`src/rtl/card_pkg.sv`:
```
// Shared constants and types for the card sprite blitter.
package card_pkg;

  localparam int unsigned CARD_W   = 16;
  localparam int unsigned CARD_H   = 32;
  localparam int unsigned SCREEN_W = 256;
  localparam int unsigned SCREEN_H = 240;
  localparam int unsigned COLOR_W  = 3;

  localparam int unsigned COL_W   = $clog2(CARD_W);
  localparam int unsigned ROW_W   = $clog2(CARD_H);
  localparam int unsigned CADDR_W = COL_W + ROW_W;

  typedef logic [COLOR_W-1:0] color_t;

  localparam color_t TRANSPARENT = 3'b000;

  typedef enum logic [1:0] {
    IDLE,
    READ,
    DRAIN,
    DONE
  } blit_state_t;

endpackage

```
`src/rtl/card_blit_clip.sv`:
```
// Screen address packing, clipping and transparency test for one texel.
module card_blit_clip
  import card_pkg::*;
(
  input  logic [7:0]       x_org,
  input  logic [7:0]       y_org,
  input  logic [COL_W-1:0] col,
  input  logic [ROW_W-1:0] row,
  input  color_t           texel,
  input  logic             valid,
  output logic             we,
  output logic [15:0]      waddr
);

  logic [8:0] sx;
  logic [8:0] sy;

  // 9-bit sums so that running off the right/bottom edge is rejected, never wrapped
  always_comb begin
    sx    = {1'b0, x_org} + 9'(col);
    sy    = {1'b0, y_org} + 9'(row);
    we    = valid && (texel != TRANSPARENT) &&
            (sx < 9'(SCREEN_W)) && (sy < 9'(SCREEN_H));
    waddr = {sy[7:0], sx[7:0]};
  end

endmodule

```
`src/rtl/card_blit.sv`:
```
// Streams one 16x32 card out of card RAM into the framebuffer at (xPos,yPos).
module card_blit
  import card_pkg::*;
(
  input  logic        clock,
  input  logic        reset,
  input  logic        start,
  input  logic [7:0]  xPos,
  input  logic [7:0]  yPos,
  output logic        card_RE,
  output logic [8:0]  card_rAddr,
  input  logic [2:0]  card_dataIn,
  output logic        fb_WE,
  output logic [15:0] fb_wAddr,
  output logic [2:0]  fb_dataOut,
  output logic        busy,
  output logic        done
);

  localparam logic [8:0] LAST_ADDR = 9'(CARD_W * CARD_H - 1);

  blit_state_t state, next_state;

  logic [8:0]       addr;
  logic [7:0]       x_org;
  logic [7:0]       y_org;
  logic             pipe_valid;
  logic [COL_W-1:0] pipe_col;
  logic [ROW_W-1:0] pipe_row;
  logic             clip_we;
  logic [15:0]      clip_waddr;

  always_ff @(posedge clock or posedge reset) begin
    if (reset) state <= IDLE;
    else       state <= next_state;
  end

  always_comb begin
    next_state = state;
    case (state)
      IDLE:    if (start) next_state = READ;
      READ:    if (addr == LAST_ADDR) next_state = DRAIN;
      DRAIN:   next_state = DONE;
      DONE:    next_state = IDLE;
      default: next_state = IDLE;
    endcase
  end

  always_comb begin
    card_RE    = (state == READ);
    card_rAddr = addr;
  end

  card_blit_clip u_clip (
    .x_org (x_org),
    .y_org (y_org),
    .col   (pipe_col),
    .row   (pipe_row),
    .texel (card_dataIn),
    .valid (pipe_valid),
    .we    (clip_we),
    .waddr (clip_waddr)
  );

  // busy/done come from next_state so they line up with the state they describe
  always_ff @(posedge clock or posedge reset) begin
    if (reset) begin
      addr       <= '0;
      x_org      <= '0;
      y_org      <= '0;
      pipe_valid <= 1'b0;
      pipe_col   <= '0;
      pipe_row   <= '0;
      fb_WE      <= 1'b0;
      fb_wAddr   <= '0;
      fb_dataOut <= '0;
      busy       <= 1'b0;
      done       <= 1'b0;
    end else begin
      if (state == IDLE && start) begin
        addr  <= '0;
        x_org <= xPos;
        y_org <= yPos;
      end else if (state == READ) begin
        addr <= addr + 9'd1;
      end
      pipe_valid <= (state == READ);
      pipe_col   <= addr[COL_W-1:0];
      pipe_row   <= addr[CADDR_W-1:COL_W];
      fb_WE      <= clip_we;
      fb_wAddr   <= clip_waddr;
      fb_dataOut <= card_dataIn;
      busy       <= (next_state == READ) || (next_state == DRAIN);
      done       <= (next_state == DONE);
    end
  end

endmodule

```
`config.mk`:
```
export PLATFORM = sky130hd
export DESIGN_NAME = card_blit
export DESIGN_NICKNAME = d
export VERILOG_FILES = /design/src/rtl/card_pkg.sv /design/src/rtl/card_blit_clip.sv /design/src/rtl/card_blit.sv
export SDC_FILE = /design/constraint.sdc
export NUM_CORES = 1
export LEC_CHECK = 0
export CELL_PAD_IN_SITES_DETAIL_PLACEMENT = 1
export CELL_PAD_IN_SITES_GLOBAL_PLACEMENT = 2
export CORE_MARGIN = 3
export CORE_UTILIZATION = 30
export DETAILED_ROUTE_END_ITERATION = 10
export MAX_ROUTING_LAYER = met4
export PLACE_DENSITY = 0.75
export SYNTH_ARGS = -nofsm -noshare
export SYNTH_HDL_FRONTEND = slang
export SYNTH_SLANG_ARGS = --single-unit
export TNS_END_PERCENT = 100
```
`constraint.sdc`:
```
create_clock -name clock -period 1.7 [get_ports clock]
set_clock_uncertainty 0.1 [all_clocks]
set_input_delay 0.34 -clock clock [delete_from_list [all_inputs] [get_ports clock]]
set_output_delay 0.34 -clock clock [all_outputs]
set_load 0.01 [all_outputs]
```
==> impl_summary.txt <==
----------------------------------------------------
[Outcome]
  Status ... finished with violations
  Violated checks ... negative setup slack

[Die]
  Cell Rows ... 32
  Total Die Area ... roughly 0.0094 mm2
  Total I/O pin count ... 54
  Die height ... about 97 um
  Horizontal die dimension ... approximately 97 um
  Effective utilization at floorplan ... 31.58%
  Core Area ... ~0.0079 mm2

[Critical path]
  Worst Setup End Kind ... register
  Largest fanout on the critical path ... 2
  Setup slack of the most critical reg-to-reg path ... -0.12 ns
  Worst setup path end ... fb_WE$_DFF_PP0_
  Crit start category ... register
  Arrival time of data at the critical path endpoint ... 1.95 ns
  Worst R2R Path Depth ... 6
  Crit path from ... x_org[0]$_DFFE_PP0P_
  Destination of the worst register-to-register timing path ... fb_WE$_DFF_PP0_
  Startpoint-to-endpoint class of the critical path ... reg2reg
  Crit path required time ... around 1.8 ns
  Launch point of the worst reg-to-reg path ... x_org[0]$_DFFE_PP0P_

[Power and ir drop]
  Final total power ... about 3.2 mW
  Leakage dissipation ... between 1.5 and 2 nW
  Cell Pwr Density ... between 800 and 900 mW/mm2
  Max IR drop VDD ... 0.3066 mV

[Global routing]
  Global-route wire length before repair ... ~10 mm
  Number of antenna violations at the first check in global routing ... 0
  Global-route usage over all layers ... between 10 and 15%
  Global routing met1 resource utilization ... between 10% and 20%
  Vias in the first global route ... around 2.0k
  Routing usage on met3 ... about 3.6%
  Pin count of the biggest net entering global routing ... 38
  GR Util met2 ... around a fifth
  Overflow left after global routing ... 0
  Routing layer with the top usage in global route ... met2

[Route]
  Via-per-instance ratio ... 4.669
  Detailed Routing Iterations Pass 1 ... 4
  Total number of vias ... ~1.8k
  Final antenna-violating net count ... 0
  Wire length after detailed routing ... approximately 5.9 mm
  Wire length per cell ... 14.98 um
  DRC ... 0
  Initial DRC Count ... 54

[Yosys]
  Cell area after synthesis ... 0.002491 mm2
  Top cell type's share of synthesized area ... between 50% and 60%
  Mean cell area of the mapped netlist ... 12.65 um2
  Synthesis warning total ... 0
  Cell taking the most area after synthesis ... dfrtp_1
  Count of flip-flops with a built-in enable after synthesis ... 0
  Cell count after synthesis ... 197
  Register area share after synthesis ... between 50% and 60%
  Post-synth top flop ... dfrtp_1
  Dominant cells by area after synthesis ... dfrtp_1 59%, mux2_2 6.3%, ha_1 5.5%
  Post-synth net total ... between 200 and 250
  Most used standard cell by instance count after synthesis ... dfrtp_1
  Post-synthesis async set-or-reset flop share ... 100.0%
  Post-synthesis register bit count ... 59
  Cell types with the highest counts after synthesis ... 59 x dfrtp_1, 18 x o21ai_0, 17 x nand2_1, 14 x mux2_2, 11 x ha_1
  Distinct cells, synth ... 41

[CTS]
  Clock Sinks ... 59
  Post-CTS clock slew at the launch and capture registers of the worst setup and hold paths ... roughly 0.060 ns
  Count of H-tree levels built during CTS ... 3
  Skew-Pair Late Insertion Delay ... between 0.3 and 0.4 ns
  Hold-fix buffers, CTS ... 0
  Clock tree from TritonCTS ... yes
  Clock buffer depth ... 2
  Clk root buf ... clkbuf_8
  Clock buffer count from CTS ... 9

[Placement]
  Number of placed instances with taps included ... roughly 370
  HPWL Detailed ... 4.165 mm
  Place WS ... -0.2072 ns
  Last weighted congestion value of the routability-driven placer ... 0.7728
  Count of buffers inserted at the top-level ports ... 53

[STA]
  RSZ-0062 raised after global routing ... true
  Final period demand of the worst path ... roughly 1.8 ns
  Setup TNS ... -0.2787 ns
  Final clock period utilization by the worst path ... 106.9%
  Worst Max-Slew Pin Slew ... about 0.35 ns
  Worst Slack Setup Final ... -0.1170 ns
  Setup-violating endpoint count in the final report ... 3
  Hold Vio Cnt, Final ... 0
  Number of max-slew violations in the final report ... 0
  Achievable Freq ... about 550 MHz
  Slew margin rel. ... 76.48%

[Cells and area]
  Share of post-route cells with drive strength above 1 ... between 20 and 30%
  Number of standard cells in the layout, taps in and fillers out ... between 300 and 400
  Fin nets ... 325
  Number of diodes ... 0
  Area Growth Syn to Fin ... 48.07%

[Run]
  Number of max-cap violations ... 0

[Min path]
  HP Class ... in2async

----------------------------------------------------
==> sequential cells by signal (all words and copies together) (netlist names) <==
register and cells:
pipe_col 4, fb_wAddr 16, card_rAddr 9, pipe_row 5, fb_WE 1, busy 1, pipe_valid 1, done 1
fb_dataOut 3, x_org 8, y_org 8, state 2
==> worst max-delay path, cell delays in order (launching register included) <==
cell and delay (ns):
dfrtp_1 0.38, ha_2 0.19, fa_2 0.34, a21o_1 0.20, a21oi_2 0.16, o311ai_1 0.13, a311oi_1 0.23
==> how the worst min path moves through the flow <==
stage	endpoint	slack, ns	cells after the start
final	card_rAddr[0]$_DFFE_PP0P_	0.32	3
after global routing	pipe_row[2]$_DFF_PP0_	0.34	3
after CTS	y_org[0]$_DFFE_PP0P_	0.32	3
after detailed placement	pipe_row[4]$_DFF_PP0_	0.37	0
after global placement	pipe_row[4]$_DFF_PP0_	0.36	0
after floorplan	fb_dataOut[0]$_DFF_PP0_	0.27	0
==> cell usage in the layout, fill, tap and decap left out, drive strengths merged, types with 5 or more instances in the layout <==
master | synthesis | routed
dfrtp | 59 | 59
clkdlybuf4s50 | 0 | 42
buf | 4 | 33
o21ai | 18 | 18
nand2 | 17 | 17
mux2 | 14 | 14
clkbuf | 0 | 14
ha | 11 | 11
dlygate4sd2 | 0 | 9
nor2 | 8 | 8
xor2 | 6 | 6
a21oi | 6 | 6
nand2b | 5 | 5
a21o | 5 | 5
inv | 6 | 5
==> metal layers <==
| layer | part of all wire (%) | vias up |
|---|---|---|
| li1 | - | 880 |
| met1 | 45 | 910 |
| met2 | 48 | 45 |
| met3 | 4.6 | 14 |
| met4 | 2.1 | 0 |
| met5 | 0 | - |
==> cells by family after synthesis <==
logic type	count (synthesis)	synth area share (%)
flip-flops	59	59.27
AND/OR/NAND/NOR	46	9.895
AO/OA/AOI/OAI	44	11.55
multiplexers	15	6.730
adder cells (fa/ha/maj)	13	7.132
XOR/XNOR	10	3.516
buffers and inverters	10	1.908
==> where the power goes <==
group / internal (mW) / switching, mW
Clock: 0.748 / 0.525
Sequential: 1.47 / 0.0317
Combinational: 0.232 / 0.164
==> layout make-up <==
type / instances / area (um2)
clock buffers: 13 / 158.9
fillers: 841 / 4199
well taps: 102 / 127.6
multi-input cells: 128 / 1050
flip-flops and latches: 59 / 1478
clock inverters: 2 / 35.03
repair buffers: 86 / 813.3
inverters: 6 / 26.28
==> through the flow <==
stage               area [um2]  hold WS (ns)  utilization [%]
finish                    3689        0.3156            46.76
global route              3689        0.3407            46.76
CTS                       3613        0.3201            45.81
detailed placement        3356        0.3726            42.54
global placement          3356        0.3583            42.54
floorplan                 2510        0.2714                -
==> timing repair <==
action	4_1_cts	5_1_grt
setup endpoints to repair	15	12
resized for setup	19	12
pin swaps	4	6
buffers inserted	5	3
No activity file was read; power rests on OpenSTA's default activity.
